--- src/rtl/pulse_timer_arbiter.sv ---
// pulse_timer_arbiter: one shared tick counter lent out to NREQ requesters.
// A round-robin arbiter picks the next owner, the counter counts ticks[owner]
// enabled edges, and the owner receives a single-cycle done pulse.
module pulse_timer_arbiter #(
  parameter int N    = 8,
  parameter int NREQ = 4,
  parameter int IDW  = $clog2(NREQ)
) (
  input  logic              clk,
  input  logic              rst,
  input  logic              ena,
  input  logic [NREQ-1:0]   req,
  input  logic [NREQ*N-1:0] ticks,
  output logic [NREQ-1:0]   grant,
  output logic [NREQ-1:0]   done,
  output logic              busy,
  output logic [IDW-1:0]    active_id
);

  typedef enum logic [1:0] {
    ST_IDLE  = 2'd0,
    ST_COUNT = 2'd1,
    ST_DONE  = 2'd2
  } state_t;

  state_t            state_r, state_s;
  logic [N-1:0]      counter_r, counter_s;
  logic [N-1:0]      target_r, target_s;
  logic [IDW-1:0]    last_id_r, last_id_s;
  logic [NREQ-1:0]   grant_r, grant_s;
  logic [NREQ-1:0]   done_r, done_s;
  logic              busy_r, busy_s;
  logic [IDW-1:0]    active_id_r, active_id_s;
  logic              win_found_s;
  logic [IDW-1:0]    win_id_s;
  logic [N-1:0]      win_ticks_s;

  // Convert a requester index into its one-hot position.
  function automatic logic [NREQ-1:0] onehot(input logic [IDW-1:0] id);
    onehot = {{(NREQ-1){1'b0}}, 1'b1} << id;
  endfunction

  assign grant     = grant_r;
  assign done      = done_r;
  assign busy      = busy_r;
  assign active_id = active_id_r;

  // Round-robin search: first set req bit starting just above the last owner.
  always_comb begin : rr_search
    logic [IDW:0] cand_v;
    win_found_s = 1'b0;
    win_id_s    = {IDW{1'b0}};
    cand_v      = {(IDW+1){1'b0}};
    for (int off = 1; off <= NREQ; off++) begin
      cand_v = {1'b0, last_id_r} + (IDW+1)'(off);
      if (cand_v >= (IDW+1)'(NREQ)) begin
        cand_v = cand_v - (IDW+1)'(NREQ);
      end else begin
        cand_v = cand_v;
      end
      if (!win_found_s && req[cand_v[IDW-1:0]]) begin
        win_found_s = 1'b1;
        win_id_s    = cand_v[IDW-1:0];
      end else begin
        win_found_s = win_found_s;
      end
    end
    win_ticks_s = ticks[win_id_s*N +: N];
  end

  // Next-state and next-output logic for the IDLE/COUNT/DONE sequence.
  always_comb begin
    state_s     = state_r;
    counter_s   = counter_r;
    target_s    = target_r;
    last_id_s   = last_id_r;
    grant_s     = {NREQ{1'b0}};
    done_s      = {NREQ{1'b0}};
    busy_s      = busy_r;
    active_id_s = active_id_r;
    case (state_r)
      ST_IDLE: begin
        if (win_found_s) begin
          grant_s     = onehot(win_id_s);
          active_id_s = win_id_s;
          busy_s      = 1'b1;
          counter_s   = {N{1'b0}};
          // A zero delay behaves exactly like a delay of one tick.
          target_s    = (win_ticks_s == {N{1'b0}}) ? {{(N-1){1'b0}}, 1'b1} : win_ticks_s;
          state_s     = ST_COUNT;
        end else begin
          state_s = ST_IDLE;
        end
      end
      ST_COUNT: begin
        if (ena) begin
          if (counter_r == target_r - {{(N-1){1'b0}}, 1'b1}) begin
            done_s  = onehot(active_id_r);
            state_s = ST_DONE;
          end else begin
            counter_s = counter_r + {{(N-1){1'b0}}, 1'b1};
          end
        end else begin
          state_s = ST_COUNT;
        end
      end
      ST_DONE: begin
        busy_s    = 1'b0;
        last_id_s = active_id_r;
        state_s   = ST_IDLE;
      end
      default: begin
        busy_s  = 1'b0;
        state_s = ST_IDLE;
      end
    endcase
  end

  // State and output registers; reset restarts arbitration at requester 0.
  always_ff @(posedge clk) begin
    if (rst) begin
      state_r     <= ST_IDLE;
      counter_r   <= {N{1'b0}};
      target_r    <= {N{1'b0}};
      last_id_r   <= IDW'(NREQ-1);
      grant_r     <= {NREQ{1'b0}};
      done_r      <= {NREQ{1'b0}};
      busy_r      <= 1'b0;
      active_id_r <= {IDW{1'b0}};
    end else begin
      state_r     <= state_s;
      counter_r   <= counter_s;
      target_r    <= target_s;
      last_id_r   <= last_id_s;
      grant_r     <= grant_s;
      done_r      <= done_s;
      busy_r      <= busy_s;
      active_id_r <= active_id_s;
    end
  end

endmodule

--- config.mk ---
export PLATFORM = sky130hd
export DESIGN_NAME = pulse_timer_arbiter
export DESIGN_NICKNAME = d
export VERILOG_FILES = /design/src/rtl/pulse_timer_arbiter.sv
export SDC_FILE = /design/constraint.sdc
export NUM_CORES = 1
export LEC_CHECK = 0
export ABC_AREA = 1
export CAP_MARGIN = 20
export CORE_MARGIN = 10
export CORE_UTILIZATION = 47
export DETAILED_ROUTE_END_ITERATION = 10
export GPL_TIMING_DRIVEN = 0
export HOLD_SLACK_MARGIN = 0.12
export PLACE_DENSITY = 0.76
export SLEW_MARGIN = 20
export SYNTH_ARGS = -nofsm -noshare
export SYNTH_HDL_FRONTEND = slang
export SYNTH_SLANG_ARGS = --single-unit
export TNS_END_PERCENT = 50
--- constraint.sdc ---
create_clock -name clk -period 5.1 [get_ports clk]
set_input_delay 0.765 -clock clk [delete_from_list [all_inputs] [get_ports clk]]
set_output_delay 0.765 -clock clk [all_outputs]
set_load 0.05 [all_outputs]
Word-level counts from Yosys, hierarchy flattened
Index checks and enable logic that the tools add are counted.
W data, S select, Z words.

word-level totals
  output and inout port bits = 11
  logic and storage cells = 86
  bits in registers = 31
  input port bits = 39

cells by class
  shift-type cells = 3
  reduce and logical (&&, ||, !) cells = 14
  equality and inequality tests = 7
  bitwise operators = 5
  magnitude comparators = 8
  multiplexer cells = 31
  $add $sub $neg = 10

operator list
  kind                   count
  $mux W8                4
  $shiftx A32 B6 Y8      1
  $mux W2                10
  $pmux W8 S2            1
  $ge A3 B3 Y1 const B   4
  $lt A2 B3 Y1 const B   4
  $mux W1                10
  $add A8 B1 Y8 const B  1
  $bmux W1 S2            4
  $eq A8 B8 Y1           1
  $logic_not A8 Y1       1
  $shl A1 B2 Y4 const A  2
  $sub A2 B1 Y2 const B  4
  $sub A8 B1 Y8 const B  1
  $add A2 B2 Y3 const B  2
  $ne A2 B2 Y1 const B   3
  $not A1 Y1             5
  $pmux W2 S2            1
  $reduce_and A2 Y1      2
  $reduce_and A4 Y1      1
  $reduce_or A4 Y1       1
  $add A2 B1 Y3 const B  1
  $add A2 B3 Y3 const B  1
  $logic_and A1 B1 Y1    3
  8 further kinds        10

Longest topological paths before layout
  depth in word-level cells = 18
  gate-level depth with buffers = 17

Worst setup path after synthesis
No wires, ideal clock.

  path kind = input-to-reg
  from = input port req[3]
  to = register counter_r[1]
  library setup time = 0.132 ns
  arrival = 1.955 ns
  stages = 12
  slack = 3.013 ns
  path buffers = 0
  required time = 4.968 ns
  path through = inv_1 nand2_1 nand3_1 nand2_2 nor2_8 nand3_4 nand2_2 o21ai_0 nand2_2 inv_1 nand3_1 a21oi_1

on the way
  word-level cells in the longest chain between the ends = 14
  elaborated cells between the ends (all ways) = 20
  classes of those cells = 1 x eq/ne; 12 x mux; 7 x reduce/logical

ends and longest elaborated chain
  element                                 line  text
  from (decl)                             12    input logic [NREQ-1:0] req,
  $bmux W1 S2                             61    if (!win_found_s && req[cand_v[IDW-1:0]]) begin
  $mux W1 (implied by the code)           61
  $mux W1                                 61
  $logic_not A1 Y1                        61
  $logic_and A1 B1 Y1                     61
  $mux W1                                 61
  $logic_not A1 Y1                        61
  $logic_and A1 B1 Y1                     61
  $mux W1                                 61
  $logic_not A1 Y1                        61
  $logic_and A1 B1 Y1                     61
  $mux W1 (*)                             61
  $ne A2 B2 Y1 (no source line) (*)       -
  $reduce_and A4 Y1 (no source line) (*)  -
  to (signal assigned)                    123   counter_r <= {N{1'b0}};
  to (signal assigned)                    132   counter_r <= counter_s;
  to (decl)                               27    logic [N-1:0] counter_r, counter_s;

Every way passes the cells marked *; elsewhere a longest branch is shown, timed or not. The select of a mux whose other input is x is not followed.
A chain may end at the register's enable or synchronous reset.

Worst setup path in the final report
  from = input port req[0]
  to = register target_r[0]

on the way
  word-level cells in the longest chain between the ends = 15
  elaborated cells between the ends (all ways) = 26
  classes of those cells = 1 x shift; 17 x mux; 8 x reduce/logical

ends and longest elaborated chain
  element                        line  text
  $bmux W1 S2                    61
  $mux W1 (implied by the code)  61
  $mux W1                        61
  $logic_not A1 Y1               61
  $logic_and A1 B1 Y1            61
  $mux W1                        61
  $logic_not A1 Y1               61
  $logic_and A1 B1 Y1            61
  $mux W1                        61
  $logic_not A1 Y1               61
  $logic_and A1 B1 Y1            61
  $mux W2                        61
  $shiftx A32 B6 Y8              68    win_ticks_s = ticks[win_id_s*N +: N];
  $logic_not A8 Y1               89    target_s = (win_ticks_s == {N{1'b0}}) ? {{(N-1){1'b0}}, 1'b1} : win_ticks_s;
  $mux W8                        89
  to (signal assigned)           124   target_r <= {N{1'b0}};
  to (signal assigned)           133   target_r <= target_s;
  to (decl)                      28    logic [N-1:0] target_r, target_s;

Parallel ways exist; a longest one is shown, timed or not. The select of a mux whose other input is x is not followed.

==> impl_metrics.tcl <==
set metrics [dict create \
    crit_top_cell "nand2_1" \
    ctsHoldBuffers 0 \
    synthAdderAreaFrac 0.0122 \
    grt_overflow 0 \
    syn-num-nets 346 \
    portBuffers 49 \
    core-area_mm2 0.00412 \
    hp-class "register to register" \
    setup_tns_ps 0 \
    tightestPinTransition_ps 510 \
    fp.dieH_um 86.1 \
    reg2reg_slack_ps 2880 \
    diodes 0 \
    via_count 2119 \
    outcome "completed" \
    cts_buffers 5 \
    worstPathMaxFanout 8 \
    required_ps 5320 \
    drt_pass1_iterations 4 \
    drive_gt1_frac 0.135 \
    worst-setup-path-type "input port to register" \
    grt_usage 0.152 \
    ioPinCount 50 \
    synth.area.top_cells "dfxtp_1 30%, nand2_1 14%, nand3_1 10%" \
    vdd_ir_drop_max_mv 0.136 \
    ant_nets 0 \
    place_congestion 0.822 \
    die_w_um 86.1 \
    synth-compound-area-share 0.0957 \
    min_to "busy$_SDFFE_PP0P_" \
    root_buffer "clkbuf_8" \
    yosys-top-cells-count "76 x nand2_1, 43 x nand3_1, 31 x dfxtp_1" \
    fmax_mhz 389 \
    crit_family "simple AND/OR/NAND/NOR gates" \
    path_clk_slew_ps 60 \
    final_core_util 0.658 \
    clock_skew_ps 6.60 \
    synth.area.mux_share 0 \
    synthMostInstantiatedCell "nand2_1" \
    grt_max_degree 11 \
    grt_pass1_wl_um 9470 \
    critPathMaxStageDelay_ps 490 \
    synth_area_mm2 0.00205 \
    synthXorXnorAreaFrac 0.0597 \
    syn_inst 305 \
    r2r_start "target_r[0]$_SDFFE_PP0P_" \
    crit_slowest_cell "clkdlybuf4s50_1" \
    crit_arrival_ps 2790 \
    synthFlopType "dfxtp_1" \
    synthSimpleGateAreaFrac 0.444 \
    worst_r2r_endpoint "counter_r[1]$_SDFFE_PP0P_" \
    reg2reg_depth 11 \
    drc 0 \
    synth_edf_count 0 \
    syn_to_final_growth_pct 31.8 \
    hold_path_startpoint "busy$_SDFFE_PP0P_" \
    dp_worst_setup_slack_ps 2250 \
    htreeDepth 2 \
    wl_per_cell_um 12.9 \
    relSlewSlack 0.659 \
    p_leak_nw 1.21 \
    report.final.setup_viol 0 \
    total_power_mw 0.698 \
    synth_cell_types 31 \
    path_cells "clkdlybuf4s50_1 > nand2_1 > nand2_1 > nand2_2 > a21boi_0 > nand2_2 > a21oi_4 > nand3_1 > nand2_1 > nand2_1 > nor2_1 > nand2_1 > a21oi_2" \
    clk_latency_ps 280 \
    cts_sinks 31 \
    path_buf_inv 1 \
    floorplan.die_area_mm2 0.00741 \
    ys_seq_elements 31 \
    cp-start-kind "input port" \
    finalCritPeriodShare 0.504 \
    first_global_vias 2104 \
    cts.path.max_buffers 2 \
    synth_area_per_cell_um2 6.73 \
    hold_depth 2 \
    drv_slew 0 \
    min_period_ps 2570 \
    via_per_inst 5.14 \
    drtIter0Drc 110 \
    maxCapViolations 0 \
    fin_ws_ps 2530 \
    wl_um 5310 \
    antenna_found_initial 0 \
    rows 23 \
    cts_tree "yes" \
    rsz0062_at_grt "no" \
    synth_top_family_by_area "simple AND/OR/NAND/NOR gates" \
    synth_top_area_frac 0.302 \
    ys_seq_area_frac 0.302 \
    power_density_mw_per_mm2 258 \
    yosys.area.top_type "dfxtp_1" \
    start_util 0.499 \
    hpwl_um 4320 \
    ys_warn_count 0 \
    postSynth.asyncResetShare 0 \
    hold_viol 0 \
    fin_nets 402 \
    cts_resized 0 \
    worstSetupEndpointType "register" \
    post_cts_buffers 0 \
]
-- state kept, by name (all words and copies together) (netlist names) --
register   cells
counter_r      8
target_r       8
done           4
grant          4
active_id      2
last_id_r      2
state_r        2
busy           1
-- cell families (layout without fill, tap and decap cells) --
kind of cell | count (synthesis) | in the layout
DFF | 31 | 31
xor gates and xnor gates | 14 | 14
adders and majority gates | 2 | 2
and+or+nand+nor | 187 | 187
buffers and inverters | 38 | 95
AOI/OAI and AO/OA | 33 | 33
-- layout by cell type (no fill, tap or decap), drive strengths merged --
| master | synthesis | routed |
|---|---|---|
| buf | 6 | 6 |
| nand4 | 4 | 4 |
| o31ai | 3 | 3 |
| xor2 | 11 | 11 |
| a21boi | 1 | 1 |
| o22ai | 5 | 5 |
| o21ai | 10 | 10 |
| clkdlybuf4s50 | 0 | 49 |
| nor3 | 6 | 6 |
| nand3 | 47 | 47 |
| ha | 2 | 2 |
| clkbuf | 1 | 9 |
| clkinv | 1 | 1 |
| xnor2 | 3 | 3 |
| a21oi | 14 | 14 |
| nor2 | 28 | 28 |
| nor4 | 2 | 2 |
| inv | 30 | 30 |
| and2 | 1 | 1 |
| dfxtp | 31 | 31 |
| nand2 | 99 | 99 |
-- layout make-up --
class	instances	area, µm²
repair buffers	49	490
well taps	50	62.6
clock buffers	8	100
inverters	31	116
flip-flops and latches	31	621
fillers	369	1410
multi-input cells	236	1250
plain buffers	7	61.3
-- where the power goes --
part | leakage (nW) | internal, mW | switching (mW)
combinational | 0.908 | 0.0889 | 0.124
sequential | 0.253 | 0.259 | 0.0140
clock | 0.0515 | 0.123 | 0.0887
total | 1.21 | 0.471 | 0.227
-- metrics by stage --
step	area, µm²	cells	hold WS, ps
after floorplan	2050	305	468
after global placement	2610	404	441
after detailed placement	2610	404	454
after CTS	2710	412	466
after global routing	2710	412	495
final	2710	412	461
-- worst max path at each step --
| stage | from | cells after the start | slack [ps] | end |
|---|---|---|---|---|
| finish | req[0] | 13 | 2530 | target_r[0]$_SDFFE_PP0P_ |
| floorplan | req[3] | 12 | 3010 | counter_r[1]$_SDFFE_PP0P_ |
| global route | req[0] | 13 | 2280 | target_r[0]$_SDFFE_PP0P_ |
| CTS | req[0] | 13 | 2500 | target_r[0]$_SDFFE_PP0P_ |
| detailed placement | req[0] | 13 | 2250 | target_r[0]$_SDFFE_PP0P_ |
| global placement | req[0] | 13 | 2280 | counter_r[7]$_SDFFE_PP0P_ |
-- worst register-to-register path: cells and delay by family (launching register included) --
| family | cells | cell delay, ps |
|---|---|---|
| flip-flops | 1 | 400 |
| adder cells (fa/ha/maj) | 1 | 300 |
| AO/OA/AOI/OAI | 2 | 200 |
| AND/OR/NAND/NOR | 6 | 980 |
| buffers and inverters | 2 | 220 |
-- routing by layer --
layer,up-vias,GRT usage,wire [µm]
li1,1109,-,-
met1,949,0.178,2410
met2,56,0.244,2380
met3,5,0.0596,437
met4,0,0.0524,84
met5,-,0,0
Power figures use the tool's default switching activity.
